$ cat config.mk
export PLATFORM = sky130hd
export DESIGN_NAME = fetch_pc_unit
export DESIGN_NICKNAME = d
export VERILOG_FILES = /design/src/rtl/fetch_pkg.sv /design/src/rtl/return_address_stack.sv /design/src/rtl/fetch_pc_unit.sv
export SDC_FILE = /design/constraint.sdc
export NUM_CORES = 1
export LEC_CHECK = 0
export BUFFER_PORTS_ARGS = -buffer_cell sky130_fd_sc_hd__buf_2
export CAP_MARGIN = 20
export CORE_ASPECT_RATIO = 1.2
export CORE_MARGIN = 8
export CORE_UTILIZATION = 25
export CTS_CLUSTER_DIAMETER = 100
export DETAILED_ROUTE_END_ITERATION = 10
export PLACE_DENSITY = 0.4
export SETUP_SLACK_MARGIN = 0.05
export SLEW_MARGIN = 20
export SYNTH_ARGS = -nofsm -noshare
export SYNTH_HDL_FRONTEND = slang
export SYNTH_HIERARCHICAL = 1
export SYNTH_SLANG_ARGS = --single-unit
$ cat constraint.sdc
create_clock -name clock -period 7.6 [get_ports clock]
set_clock_uncertainty 0.15 [all_clocks]
set_input_delay 1.52 -clock clock [delete_from_list [all_inputs] [get_ports clock]]
set_output_delay 1.52 -clock clock [all_outputs]
set_load 0.01 [all_outputs]
$ cat src/rtl/fetch_pkg.sv
`default_nettype none
// ------------------------------------------------------------------
// fetch_pkg : jump kinds and sequential PC step for the fetch stage
// Revision  : 1.0
// ------------------------------------------------------------------
package fetch_pkg;

  typedef enum logic [1:0] {
    NEAR     = 2'd0,
    FAR      = 2'd1,
    RELATIVE = 2'd2,
    RETURN   = 2'd3
  } jump_kind_t;

  localparam int PC_STEP = 4;

endpackage
`default_nettype wire

$ cat src/rtl/return_address_stack.sv
`default_nettype none
// ------------------------------------------------------------------
// return_address_stack : circular return-address stack with saturating count
// Revision             : 1.0
// ------------------------------------------------------------------
module return_address_stack #(
  parameter int XLEN      = 32,
  parameter int RAS_DEPTH = 4
) (
  input  logic            clock,
  input  logic            reset,
  input  logic            push,
  input  logic [XLEN-1:0] pushValue,
  input  logic            pop,
  output logic [XLEN-1:0] top,
  output logic            empty,
  output logic            full
);

  localparam int PTR_W = $clog2(RAS_DEPTH);
  localparam int CNT_W = PTR_W + 1;
  localparam logic [CNT_W-1:0] DEPTH_CNT = CNT_W'(RAS_DEPTH);

  logic [XLEN-1:0]  entries [RAS_DEPTH];
  logic [PTR_W-1:0] ptr;
  logic [PTR_W-1:0] ptr_up;
  logic [CNT_W-1:0] count;
  logic             do_pop;
  logic             swap;

  // ptr always addresses the current top entry
  assign ptr_up = ptr + 1'b1;
  assign top    = entries[ptr];
  assign empty  = (count == '0);
  assign full   = (count == DEPTH_CNT);
  assign do_pop = pop && !empty;
  assign swap   = push && do_pop;

  always_ff @(posedge clock) begin
    if (swap) begin
      entries[ptr] <= pushValue;
    end else if (push) begin
      entries[ptr_up] <= pushValue;
    end
  end

  always_ff @(posedge clock) begin
    if (reset) begin
      ptr   <= '0;
      count <= '0;
    end else if (swap) begin
      ptr   <= ptr;
      count <= count;
    end else if (push) begin
      // a push on a full stack wraps onto the oldest entry
      ptr <= ptr_up;
      if (!full) begin
        count <= count + 1'b1;
      end
    end else if (do_pop) begin
      ptr   <= ptr - 1'b1;
      count <= count - 1'b1;
    end
  end

endmodule
`default_nettype wire

$ cat src/rtl/fetch_pc_unit.sv
`default_nettype none
// ------------------------------------------------------------------
// fetch_pc_unit : fetch PC with prioritised redirect channels and RAS
// Revision      : 1.0
// ------------------------------------------------------------------
module fetch_pc_unit
  import fetch_pkg::*;
#(
  parameter int              XLEN         = 32,
  parameter logic [XLEN-1:0] RESET_VECTOR = 32'h00003000,
  parameter int              NUM_REDIRECT = 2,
  parameter int              RAS_DEPTH    = 4
) (
  input  logic                                 clock,
  input  logic                                 reset,
  input  logic                                 stall,
  input  logic [NUM_REDIRECT-1:0]              redirectValid,
  input  logic [NUM_REDIRECT-1:0][1:0]         redirectType,
  input  logic [NUM_REDIRECT-1:0][XLEN-1:0]    redirectBase,
  input  logic [NUM_REDIRECT-1:0][XLEN-1:0]    redirectOperand,
  input  logic                                 pushValid,
  input  logic [XLEN-1:0]                      pushValue,
  output logic [XLEN-1:0]                      value,
  output logic [NUM_REDIRECT-1:0]              redirectTaken,
  output logic                                 rasEmpty,
  output logic                                 rasUnderflow
);

  localparam logic [XLEN-1:0] STEP = XLEN'(PC_STEP);

  logic [NUM_REDIRECT-1:0] grant;
  logic                    granted;
  jump_kind_t              kind;
  logic [XLEN-1:0]         base;
  logic [XLEN-1:0]         operand;
  logic [XLEN-1:0]         seq_pc;
  logic [XLEN-1:0]         target;
  logic [XLEN-1:0]         next_value;
  logic [XLEN-1:0]         ras_top;
  logic                    ras_empty;
  logic                    ras_full;
  logic                    update;
  logic                    is_return;
  logic                    ras_push;
  logic                    ras_pop;

  // Walk from the highest index down so the lowest valid channel wins
  always_comb begin
    grant   = '0;
    granted = 1'b0;
    kind    = NEAR;
    base    = '0;
    operand = '0;
    for (int i = NUM_REDIRECT - 1; i >= 0; i--) begin
      if (redirectValid[i]) begin
        grant    = '0;
        grant[i] = 1'b1;
        granted  = 1'b1;
        kind     = jump_kind_t'(redirectType[i]);
        base     = redirectBase[i];
        operand  = redirectOperand[i];
      end
    end
  end

  assign seq_pc = value + STEP;

  always_comb begin
    target = seq_pc;
    unique case (kind)
      NEAR:     target = {base[XLEN-1:XLEN-4], operand[XLEN-7:0], 2'b00};
      FAR:      target = operand;
      RELATIVE: target = base + {operand[XLEN-3:0], 2'b00};
      RETURN:   target = ras_empty ? seq_pc : ras_top;
    endcase
  end

  assign update     = granted || !stall;
  assign is_return  = granted && (kind == RETURN);
  assign ras_pop    = update && is_return && !ras_empty;
  assign ras_push   = update && pushValid;
  assign next_value = granted ? target : (stall ? value : seq_pc);
  assign rasEmpty   = ras_empty;

  return_address_stack #(
    .XLEN      (XLEN),
    .RAS_DEPTH (RAS_DEPTH)
  ) u_ras (
    .clock     (clock),
    .reset     (reset),
    .push      (ras_push),
    .pushValue (pushValue),
    .pop       (ras_pop),
    .top       (ras_top),
    .empty     (ras_empty),
    .full      (ras_full)
  );

  always_ff @(posedge clock) begin
    if (reset) begin
      value         <= RESET_VECTOR;
      redirectTaken <= '0;
      rasUnderflow  <= 1'b0;
    end else begin
      value         <= next_value;
      redirectTaken <= grant;
      rasUnderflow  <= is_return && ras_empty;
    end
  end

`ifndef SYNTHESIS
  always_ff @(posedge clock) begin
    if (!reset) begin
      if (update) begin
        $display("[fetch_pc] %h -> %h%s", value, next_value,
                 (ras_push && ras_full && !ras_pop) ? " (ras overwrite)" : "");
      end else begin
        $display("[fetch_pc] stall at %h", value);
      end
    end
  end
`endif

endmodule
`default_nettype wire

## Word level (Yosys, flattened, before mapping)

Memory sizes are Yosys's and may differ from the RTL's. A register that Yosys moved wholly into a read port is not among the register bits.
Index checks and enable logic that the tools add are counted.

- $add $sub $neg: 6
- Equality and inequality tests: 6
- Mux-type cells: 29
- Bitwise logic cells: 1
- Reduce and logical (&&, ||, !) cells: 17

Operator list:

| operator | number |
|---|---|
| $mux 32 | 8 |
| $pmux 32 s4 | 1 |
| $add 32x3->32 const B | 1 |
| $add 32x32->32 | 1 |
| $reduce_or 32->1 | 1 |
| $mux 2 | 8 |
| $mux 1 | 9 |
| $mux 3 | 3 |
| $logic_and 1x1->1 | 7 |
| $eq 2x2->1 const B | 2 |
| $add 3x1->3 const B | 1 |
| $eq 3x3->1 const B | 1 |
| $logic_not 3->1 | 1 |
| $reduce_and 3->1 | 1 |
| $sub 3x1->3 const B | 1 |
| $add 2x1->2 const B | 1 |
| $eq 2x1->1 const B | 1 |
| $logic_not 1->1 | 2 |
| $logic_not 2->1 | 1 |
| $ne 2x1->1 const B | 1 |
| $ne 2x2->1 const B | 1 |
| $reduce_and 2->1 | 1 |
| $reduce_bool 2->1 | 1 |
| $reduce_or 2->1 | 1 |
| 3 further kinds | 3 |

- Register bits after elaboration: 40
- Bits in writable memories: 128
- Bits of input ports: 170
- Output and inout port bits: 36
- Word-level logic and storage cells: 66
- Memories kept: 1

Memories:

| name | words | bits a word | read ports | clocked after memory_dff | write ports | RTL line | text |
|---|---|---|---|---|---|---|---|
| u_ras.entries | 4 | 32 | 1 | 1 | 1 | return_address_stack.sv:24 | `logic [XLEN-1:0] entries [RAS_DEPTH];` |

## Depth between registers and ports, before layout

Gate-level depths: netlist of the first run.

- Depth in word-level cells: 12
- Depth in mapped cells: 19

## Hierarchy

The synthesis of the first run kept the hierarchy.

By module, submodules not included:

| module | times used | cells each | area each (um2) | sequential area each (um2) |
|---|---|---|---|---|
| fetch_pc_unit | 1 | 815 | 5,791.8 | 700.7 |
| return_address_stack | 1 | 219 | 5,038.6 | 3,983.8 |

## Worst setup path before layout of the first run

OpenSTA, ideal clock, no wires.

- Kind: input to register
- Start point: input redirectValid[0]
- End point: memory u_ras.entries[3][0], enable pin
- Setup time: 0.468 ns
- Data arrival time: 5.584 ns
- Data required time: 6.982 ns
- Setup slack: 1.398 ns
- Stages: 11
- Buffers on the path: 3
- Cell sequence: and2b_1 > buf_6 > buf_4 > buf_2 > a22o_1 > nand2_1 > nor2_1 > nand2b_1 > ha_1 > xnor2_1 > nor3b_1

- Cells in the longest elaborated chain, start to end: 11
- Elaborated cells between the ends (all ways): 18
- Those cells by class: 1 x eq/ne; 9 x mux; 8 x reduce/logical

Ends and longest elaborated chain:

| element | RTL line | text |
|---|---|---|
| start: declaration | fetch_pc_unit.sv:17 | `input logic [NUM_REDIRECT-1:0] redirectValid,` |
| $mux 2 | fetch_pc_unit.sv:55 | `if (redirectValid[i]) begin` |
| $eq 2x2->1 | fetch_pc_unit.sv:79 | `assign is_return = granted && (kind == RETURN);` |
| $logic_and 1x1->1 | fetch_pc_unit.sv:79 |  |
| $logic_and 1x1->1 (*) (2 in a row) | fetch_pc_unit.sv:80 | `assign ras_pop = update && is_return && !ras_empty;` |
| named net ras_pop | fetch_pc_unit.sv:45 | `logic ras_pop;` |
| $logic_and 1x1->1 (*) | return_address_stack.sv:36 | `assign do_pop = pop && !empty;` |
| $logic_and 1x1->1 (*) | return_address_stack.sv:37 | `assign swap = push && do_pop;` |
| $mux 1 | return_address_stack.sv:40 | `if (swap) begin` |
| $mux 1 (not written as such) | return_address_stack.sv:43 | `entries[ptr_up] <= pushValue;` |
| $reduce_or 32->1 (no source line) | n/a |  |
| $mux 2 (no source line) or $mux 1 (tied branches) | n/a |  |
| end: declaration | return_address_stack.sv:24 |  |

The timed path passes the listed nets; every way through them passes the cells marked *.

## Final worst setup path of the first run

- Start point: input redirectValid[0]
- End point: register value[30]

- Cells in the longest elaborated chain, start to end: 4
- Elaborated cells between the ends (all ways): 12
- Those cells by class: 1 x add/sub; 4 x eq/ne; 6 x mux; 1 x reduce/logical

Ends and longest elaborated chain:

| element | RTL line | text |
|---|---|---|
| $mux 32 or $mux 2 (tied branches) | fetch_pc_unit.sv:55 |  |
| $add 32x32->32, or another cell as far along | fetch_pc_unit.sv:73 | `RELATIVE: target = base + {operand[XLEN-3:0], 2'b00};` |
| $pmux 32 s4 | fetch_pc_unit.sv:70 | `unique case (kind)` |
| $mux 32 | fetch_pc_unit.sv:82 | `assign next_value = granted ? target : (stall ? value : seq_pc);` |
| end signal: assignment | fetch_pc_unit.sv:105 | `value <= next_value;` |
| end: declaration | fetch_pc_unit.sv:23 | `output logic [XLEN-1:0] value,` |

Several ways; a longest one is shown, not always the timed one.
A chain may end at the register's enable or synchronous reset.

==> results.tsv, run 1 <==
stage	metric	value	unit
outcome	outcome	finished, final reports clean	
global_routing	grt_util_all_layers	0.153	
cts	clk_latency	420	ps
power_and_ir_drop	power_density	212	nW/um^2
sta	slew_violations	0	
global_routing	met2_usage	0.247	
critical_path	r2r_slack	4180	ps
global_routing	grt_pass1_wl	59.5	mm
cts	cts_max_level	4	
sta	tightest_slew	903	ps
global_routing	use_met1	0.208	
critical_path	cp_slowest_cell	a2111oi_0	
hold_path	hold_path.class	reg2reg	
detailed_routing	route.detailed.drc	0	
power_and_ir_drop	ir_drop	143	uV
critical_path	timing.rr.start	u_ras/count[0]$_SDFFE_PP0P_	
detailed_routing	ant_nets	0	
sta	relSlewSlack	0.397	
global_routing	gr-total-overflow	0	
critical_path	path_class	in2reg	
critical_path	crit_chain	buf_4 -> and2b_2 -> buf_4 -> a22oi_1 -> inv_1 -> ha_1 -> a41o_1 -> a41oi_1 -> o21ai_0 -> o21ai_2 -> o211ai_2 -> a2111oi_0 -> a311o_1 -> mux2i_1 -> o221ai_1	
logic_synthesis	netlist_instances	1034	
global_routing	grtUsageMet3	0.0332	
logic_synthesis	synth_area	10800	um^2
floorplan	num_rows	83	
floorplan	start_util	0.253	
cts	postCtsHoldBufs	0	
detailed_routing	wl	39.2	mm
cts	cts_resized	0	
logic_synthesis	synthArstFlopShare	0	
cts	cts.clk_slew.worst_paths	70	ps
finish	final_common_cell	buf_2	
sta	hold_viol	0	
flow_run	cap_violations	0	
detailed_routing	vias	9043	
placed_design	hpwl	29.9	mm
cts	cts_buffer_depth	2	
detailed_routing	dr.pass1.iters	6	
global_routing	busiest_layer	met2	
logic_synthesis	synth-main-ff-cell	edfxtp_1	
sta	max_freq	190	MHz
placed_design	routabilityCongestion	0.828	
logic_synthesis	yosysUniqueCellTypes	79	
floorplan	ios	206	
cts	clockRootBuffer	clkbuf_16	
detailed_routing	drtIter0Drc	557	
critical_path	worstPathArrival	5410	ps
critical_path	cp-end-kind	flip-flop	
cts	post_cts_buffers	0	
logic_synthesis	syn_avg_cell_area	10.5	um^2
logic_synthesis	synthesis.nets	1237	
floorplan	core-area	42800	um^2
hold_path	hp-start	u_ras/count[1]$_SDFFE_PP0P_	
sta	fin_crit	5270	ps
critical_path	start_kind	input port	
global_routing	antenna_found_initial	7	
detailed_routing	post_drt_wl_per_cell	22.1	um
global_routing	grt_start_max_net_pins	83	
sta	setup_viol	0	
critical_path	critPathMaxStageDelay	390	ps
detailed_routing	post_drt_via_cell_ratio	5.09	
hold_path	hold_depth	2	
finish	area_growth_syn_to_layout	20.2	%
sta	period_share	0.694	
floorplan	die_x	206	um
sta	tns	0	ps
cts	cts_made_buffers	17	
power_and_ir_drop	power	2.76	mW
critical_path	r2r_end	u_ras/entries[0][15]$_DFFE_PP_	
finish	layout-drive-gt1-share	0.254	
logic_synthesis	yosysSeqAreaShare	0.433	
logic_synthesis	synth_seq_cells	170	
critical_path	r2r_cells	8	
critical_path	cp.required	7730	ps
global_routing	grt_pass1_vias	9393	
placed_design	dp.cells	1741	
sta	rsz0062_at_grt	false	
hold_path	worstHoldEndpoint	u_ras/count[1]$_SDFFE_PP0P_	
finish	mostFrequentLayoutCells	buf_2 (204), edfxtp_1 (128), nand2_1 (75), nor2_1 (75), a21oi_1 (62)	
critical_path	cp_max_fo	82	
power_and_ir_drop	p_leak	5.01	nW
placed_design	io_buffers	205	
finish	fin_cells	1776	
logic_synthesis	ys_warn_count	6	
floorplan	die_h	244	um
floorplan	die_area	50300	um^2
logic_synthesis	synth_edf_count	128	
finish	nets	1411	
cts	cts_tree	done	
critical_path	cpMostUsedCell	buf_4	
cts	clock-sinks	170	
## kinds of logic after synthesis
logic type / after synthesis / share of synthesized area
AO/OA/AOI/OAI: 315 / 0.205
AND/OR/NAND/NOR: 281 / 0.127
flip-flops: 170 / 0.433
XOR/XNOR: 101 / 0.0817
buffers and inverters: 90 / 0.0343
multiplexers: 44 / 0.0801
adder cells (fa/ha/maj): 33 / 0.0388
## synthesized netlist by cell type (7+ instances only)
master | number | area, um^2
a211oi_1 | 18 | 135
a21o_1 | 18 | 135
a21oi_1 | 64 | 320
a221oi_1 | 8 | 70.1
a22o_1 | 48 | 420
a22oi_1 | 26 | 195
and2_1 | 7 | 43.8
and3_1 | 16 | 100
buf_1 | 17 | 63.8
buf_2 | 9 | 45.0
clkbuf_1 | 35 | 131
dfxtp_1 | 42 | 841
edfxtp_1 | 128 | 3840
ha_1 | 32 | 400
inv_1 | 24 | 90.1
mux2i_1 | 9 | 90.1
mux4_2 | 34 | 766
nand2_1 | 75 | 282
nand3_1 | 24 | 120
nand3b_1 | 8 | 60.1
nand4_1 | 12 | 75.1
nor2_1 | 75 | 282
nor3_1 | 23 | 115
o21a_1 | 7 | 52.6
o21ai_0 | 47 | 235
o221ai_1 | 8 | 70.1
o22ai_1 | 11 | 68.8
or3_1 | 9 | 56.3
xnor2_1 | 42 | 368
xor2_1 | 59 | 517
## flip-flops by register name, summed over array words and instances, names as in the netlist, named ones only
name           flops
u_ras/entries    128
redirectTaken      2
u_ras/ptr          2
value             32
rasUnderflow       1
u_ras/count        3
## layer usage
layer  up-vias  part of all wire
met3        28             0.057
met2       237              0.47
met1      4434              0.46
li1       4336                 -
met4         8             0.011
met5         -            0.0013
## worst max-delay path, delay by kind of cell
family                     cells  cell delay (ps)
AOI/OAI and AO/OA              9             2170
muxes                          1              210
adders and majority gates      1              350
and+or+nand+nor                1              280
buffers and inverters          3              790
## worst max-delay path by stage
stage	from	end	slack, ps
6_report	redirectValid[0]	value[30]$_SDFFE_PP0N_	2330
5_1_grt	redirectValid[0]	value[30]$_SDFFE_PP0N_	1980
4_1_cts	redirectValid[0]	value[30]$_SDFFE_PP0N_	2340
3_5_place_dp	redirectValid[0]	value[30]$_SDFFE_PP0N_	1880
3_3_place_gp	redirectValid[0]	value[30]$_SDFFE_PP0N_	1990
2_1_floorplan	redirectValid[0]	u_ras/entries[3][0]$_DFFE_PP_	1400
## power breakdown
group	internal [mW]	switching [mW]	total, mW
Sequential	1.08	0.0651	1.14
Combinational	0.303	0.445	0.748
Clock	0.487	0.377	0.863
## final cells by class
cell class | count | area (um^2)
fillers | 4478 | 29800
multi-input cells | 774 | 5820
flip-flops and latches | 170 | 4690
repair buffers | 221 | 1150
well taps | 552 | 691
clock buffers | 18 | 429
clock inverters | 14 | 146
inverters | 24 | 90.1
diodes | 3 | 7.51
## metrics by stage
step	cell area (um^2)	util	hold WS, ps	setup WS [ps]
after global routing	13000	0.304	407	1980
after CTS	13000	0.304	367	2340
after detailed placement	12400	0.291	360	1880
after floorplan	10800	-	315	1400
after global placement	12400	0.291	350	1990
final	13000	0.304	377	2330
(Power assumes the default switching activity.)
==> run 2, diff against run 1 <==
PLACE_DENSITY = 0.42   (was 0.4)
clock period = 4.3 ns   (was 7.6 ns; I/O delays follow)
==> run 2 against run 1 <==
Compared with the run above: setup slack worse by 1900 ps; die area unchanged; clock-buffer cell count shrank 1; via count increased by 1.2%; combinational power up 83%; register-to-register slack worse by 3100 ps; flip-flop and latch count stayed put; sequential power grew 77%; largest cell class unchanged.
==> results.tsv, run 2 (synthesis gave the netlist of run 1 again) <==
stage	metric	value	unit	change
sta	tightest_slew	700	ps	-203 ps
sta	fin_crit	3840	ps	
detailed_routing	wl	38.9	mm	-0.70%
finish	layout-drive-gt1-share	0.286		+0.0320
sta	tns	0	ps	unchanged
critical_path	worstPathArrival	3980	ps	-1430 ps
finish	area_growth_syn_to_layout	24.2	%	
finish	largest-register	u_ras/entries		
finish	final_common_cell	buf_2		
critical_path	timing.rr.start	value[9]$_SDFFE_PP0N_		
floorplan	ios	206		unchanged
power_and_ir_drop	ir_drop	290	uV	+100%
sta	whs	353	ps	-24.3 ps
hold_path	hold_depth	2		unchanged
floorplan	num_rows	83		unchanged
sta	relSlewSlack	0.533		+0.136
sta	slew_violations	0		unchanged
detailed_routing	post_drt_via_cell_ratio	5.02		-1.4%
power_and_ir_drop	power_density	363	nW/um^2	+71%
placed_design	io_buffers	205		unchanged
critical_path	r2r_slack	1050	ps	-3130 ps
hold_path	hp-start	value[0]$_SDFFE_PP0P_		
placed_design	place_area	12900	um^2	+3.6%
global_routing	grt_start_max_net_pins	97		+17%
finish	utilization	0.314		+0.0102
global_routing	gr-total-overflow	0		unchanged
global_routing	antenna_found_initial	10		+3
global_routing	grt_pass1_wl	58.8	mm	-1.2%
floorplan	start_util	0.253		unchanged
power_and_ir_drop	p_leak	5.25	nW	+4.8%
placed_design	dp.cells	1786		+2.6%
finish	largest_reg_flops	128		unchanged
hold_path	hold_path.class	reg2reg		
sta	period_share	0.893		
critical_path	path_class	in2reg		
placed_design	dpl_worst_slack	74.2	ps	-1810 ps
outcome	outcome	finished, final reports clean		
critical_path	start_kind	input port		
critical_path	cp_max_fo	24		-71%
flow_run	cap_violations	0		unchanged
power_and_ir_drop	power	4.88	mW	+77%
detailed_routing	drtIter0Drc	640		+15%
placed_design	hpwl	30.5	mm	+2.0%
cts	cts_max_level	4		unchanged
floorplan	die_x	206	um	unchanged
critical_path	r2r_end	value[31]$_SDFFE_PP0N_		
cts	clock-sinks	170		unchanged
finish	nFillCells	4478		unchanged
detailed_routing	post_drt_wl_per_cell	21.3	um	-3.3%
cts	cts_resized	0		unchanged
cts	clockRootBuffer	clkbuf_16		
cts	cts_made_buffers	17		unchanged
global_routing	grt_pass1_vias	9410		+0.18%
floorplan	die_h	244	um	unchanged
sta	setup_viol	0		unchanged
cts	clk_latency	440	ps	+20 ps
finish	mostFrequentLayoutCells	buf_2 (204), edfxtp_1 (128), nand2_1 (75), nor2_1 (75), a21oi_1 (62)		
critical_path	cp.required	4440	ps	-3290 ps
hold_path	worstHoldEndpoint	value[0]$_SDFFE_PP0P_		
detailed_routing	wl_met2	17.8	mm	-3.3%
detailed_routing	dr.pass1.iters	5		-1
finish	fin_cells	1824		+2.7%
sta	hold_viol	0		unchanged
sta	setup_ws	459	ps	-1870 ps
global_routing	grt_util_all_layers	0.153		-0.000737
critical_path	r2r_cells	9		+1
detailed_routing	vias	9153		+1.2%
detailed_routing	route.detailed.drc	0		unchanged
critical_path	startpoint	redirectValid[0]		
cts	postCtsHoldBufs	0		unchanged
detailed_routing	met3_length	2.87	mm	+28%
sta	rsz0062_at_grt	false		
floorplan	core-area	42800	um^2	unchanged
placed_design	routabilityCongestion	0.838		+1.2%
finish	final_area	13500	um^2	+3.3%
critical_path	cp-end-kind	flip-flop		
finish	nets	1456		+3.2%
cts	cts_buffer_depth	2		unchanged
cts	post_cts_buffers	0		unchanged
detailed_routing	top_layer_used	met5		
floorplan	die_area	50300	um^2	unchanged
cts	cts.clk_slew.worst_paths	70	ps	about the same
finish	largest_registers	u_ras/entries x128, value x32, u_ras/count x3		
cts	cts_tree	done		
detailed_routing	drt-met1-wl	17.5	mm	-3.6%
detailed_routing	ant_nets	0		unchanged
sta	max_freq	260	MHz	
## run 2: cell count changes in the layout (fill, tap and decap cells not counted), moves of 2 or more
cell,previous run,this run
buf_12,0,4
ha_1,32,30
diode_2,3,6
ha_4,0,2
clkinv_2,1,3
buf_4,17,58
inv_6,3,7
clkinv_1,3,1
## run 2: worst max-delay path by stage
stage,depth (start not counted),slack (ps),endpoint
detailed placement,14,70,value[23]$_SDFFE_PP0N_
CTS,14,540,value[30]$_SDFFE_PP0N_
floorplan,18,50,value[30]$_SDFFE_PP0N_
finish,14,460,value[30]$_SDFFE_PP0N_
global route,14,270,value[30]$_SDFFE_PP0N_
global placement,14,110,value[30]$_SDFFE_PP0N_
## run 2: final cells by class
| type | count | area, um^2 | share of cell area |
|---|---|---|---|
| multi-input combinational | 774 | 5870 | 0.437 |
| sequential | 170 | 4690 | 0.348 |
| timing repair buffer | 266 | 1540 | 0.114 |
| tap | 552 | 691 | 0.0513 |
| clock buffer | 17 | 425 | 0.0316 |
| clock inverter | 15 | 135 | 0.0100 |
| inverter | 24 | 90.1 | 0.00670 |
| antenna | 6 | 15.0 | 0.00112 |
## run 2: metal layers
layer / global-route usage / vias to the layer above
met1: 0.200 / 4394
li1: - / 4439
met5: 0 / -
met3: 0.0429 / 43
met4: 0.0435 / 6
met2: 0.242 / 271
## run 2: critical path: stages
cell,delay [ps]
buf_4,120
and2b_2,520
a22oi_1,180
inv_1,150
ha_4,230
and2_1,150
a32o_1,240
a211oi_2,230
o31a_1,210
o211ai_2,150
a2111oi_2,390
a311o_1,180
mux2i_1,220
o221ai_1,130
## run 2: report_power, final
group	switching, mW	total [mW]	internal [mW]
Clock	0.685	1.49	0.806
Sequential	0.116	2.02	1.91
Combinational	0.777	1.37	0.591
==> run 3, diff against run 2 <==
PLACE_DENSITY = 0.43   (was 0.42)
==> run 3 against run 2 <==
Compared with the run above: fmax is essentially flat; flip-flop and latch count is the same; via count shrank 0.16%; wire length shrank 1.4%; clock-buffer cell count is the same; utilization grew 0.16 points; critical path type unchanged; largest cell class unchanged.
==> results.tsv, run 3 (synthesis gave the netlist of run 1 again) <==
stage	metric	value	unit	change
detailed_routing	drtIter0Drc	530		-17%
detailed_routing	vias	9138		-0.16%
critical_path	worstPathArrival	3980	ps	about the same
power_and_ir_drop	p_leak	5.28	nW	+0.47%
finish	area_growth_syn_to_layout	24.8	%	
sta	hold_viol	0		unchanged
global_routing	grt_pass1_vias	9404		-0.064%
finish	mostFrequentLayoutCells	buf_2 (204), edfxtp_1 (128), nand2_1 (75), nor2_1 (75), a21oi_1 (62)		
placed_design	hpwl	30.0	mm	-1.8%
floorplan	core-area	42800	um^2	unchanged
global_routing	gr-total-overflow	0		unchanged
sta	fin_crit	3840	ps	+1.57 ps
global_routing	grt_start_max_net_pins	97		unchanged
placed_design	dp.cells	1782		-0.22%
cts	post_cts_buffers	0		unchanged
critical_path	timing.rr.start	value[2]$_SDFFE_PP0N_		
global_routing	grt_util_all_layers	0.149		-0.00340
placed_design	io_buffers	205		unchanged
cts	postCtsHoldBufs	0		unchanged
sta	period_share	0.894		about the same
cts	cts_tree	done		
finish	utilization	0.316		+0.00161
finish	fin_cells	1816		-0.44%
outcome	outcome	finished, final reports clean		
global_routing	antenna_found_initial	7		-3
cts	cts.clk_slew.worst_paths	70	ps	about the same
cts	cts_resized	0		unchanged
floorplan	die_x	206	um	unchanged
global_routing	grt_pass1_wl	57.4	mm	-2.3%
critical_path	cp_max_fo	20		-17%
critical_path	path_class	in2reg		
power_and_ir_drop	ir_drop	269	uV	-7.1%
detailed_routing	wl	38.4	mm	-1.4%
floorplan	num_rows	83		unchanged
floorplan	die_area	50300	um^2	unchanged
cts	clk_latency	430	ps	about the same
sta	slew_violations	0		unchanged
cts	clockRootBuffer	clkbuf_16		
sta	setup_viol	0		unchanged
hold_path	hold_path.class	reg2reg		
finish	largest_reg_flops	128		unchanged
sta	relSlewSlack	0.512		-0.0215
finish	nets	1452		-0.27%
placed_design	routabilityCongestion	0.882		+5.2%
cts	clock-sinks	170		unchanged
detailed_routing	ant_nets	0		unchanged
finish	final_common_cell	buf_2		
critical_path	r2r_slack	1140	ps	+90 ps
finish	largest_registers	u_ras/entries x128, value x32, u_ras/count x3		
critical_path	cp.required	4440	ps	about the same
finish	largest-register	u_ras/entries		
hold_path	hp-start	value[1]$_SDFFE_PP0P_		
critical_path	r2r_cells	9		unchanged
sta	max_freq	260	MHz	about the same
finish	layout-drive-gt1-share	0.283		-0.00283
cts	cts_made_buffers	17		unchanged
hold_path	hold_depth	2		unchanged
cts	cts_max_level	4		unchanged
critical_path	start_kind	input port		
cts	cts_buffer_depth	2		unchanged
detailed_routing	route.detailed.drc	0		unchanged
hold_path	worstHoldEndpoint	value[1]$_SDFFE_PP0P_		
floorplan	die_h	244	um	unchanged
flow_run	cap_violations	0		unchanged
detailed_routing	post_drt_via_cell_ratio	5.03		+0.28%
sta	rsz0062_at_grt	false		
detailed_routing	post_drt_wl_per_cell	21.1	um	-0.97%
sta	tightest_slew	729	ps	+29.6 ps
power_and_ir_drop	power_density	376	nW/um^2	+3.4%
critical_path	cp-end-kind	flip-flop		
critical_path	r2r_end	value[30]$_SDFFE_PP0N_		
detailed_routing	dr.pass1.iters	4		-1
floorplan	ios	206		unchanged
floorplan	start_util	0.253		unchanged
sta	tns	0	ps	unchanged
run 3: worst max path at each step:
stage / startpoint / endpoint / slack, ps / depth (start not counted)
after floorplan: redirectValid[0] / value[30]$_SDFFE_PP0N_ / 50 / 18
after CTS: redirectValid[0] / value[30]$_SDFFE_PP0N_ / 500 / 14
after global routing: redirectValid[0] / value[30]$_SDFFE_PP0N_ / 270 / 14
after detailed placement: redirectValid[0] / value[30]$_SDFFE_PP0N_ / 10 / 14
final: redirectValid[0] / value[30]$_SDFFE_PP0N_ / 460 / 14
after global placement: redirectValid[0] / value[30]$_SDFFE_PP0N_ / 80 / 14
run 3: cell type report:
type	instances	area [um^2]
antenna	3	7.51
clock buffer	17	425
clock inverter	14	216
fill	4510	29300
inverter	24	90.1
multi-input combinational	774	5870
sequential	170	4690
tap	552	691
timing repair buffer	262	1530
run 3: stage by stage:
stage	total power, mW	instance area [um^2]	hold WS, ps	worst slack, ps
floorplan	2.89	11000	315	53.3
global placement	3.44	12900	346	75.4
detailed placement	3.44	12900	356	10.8
CTS	5.16	13500	375	496
global route	5.34	13500	395	273
finish	5.08	13500	363	457
run 3: where the power goes:
| group | leakage, nW | total [mW] | switching (mW) | internal (mW) |
|---|---|---|---|---|
| clock | 0.316 | 1.69 | 0.653 | 1.03 |
| sequential | 1.52 | 2.03 | 0.121 | 1.91 |
| combinational | 3.44 | 1.36 | 0.772 | 0.590 |
| total | 5.28 | 5.08 | 1.55 | 3.53 |
run 3: worst max-delay path: stages:
cell and delay (ps):
buf_4 120, and2b_2 480, buf_4 220, a22o_1 190, ha_1 280, a21o_1 220, a211oi_1 190, o21ai_1 110
o21ai_2 250, o211ai_2 180, a2111oi_2 380, a311o_1 180, mux2i_1 190, o221ai_1 120
run 3: routing by layer:
layer,global-route usage,up-vias,share of wire
met5,0,-,0.0013
met4,0.0451,8,0.022
met3,0.0362,45,0.064
met2,0.247,262,0.47
met1,0.189,4394,0.44
li1,-,4429,-
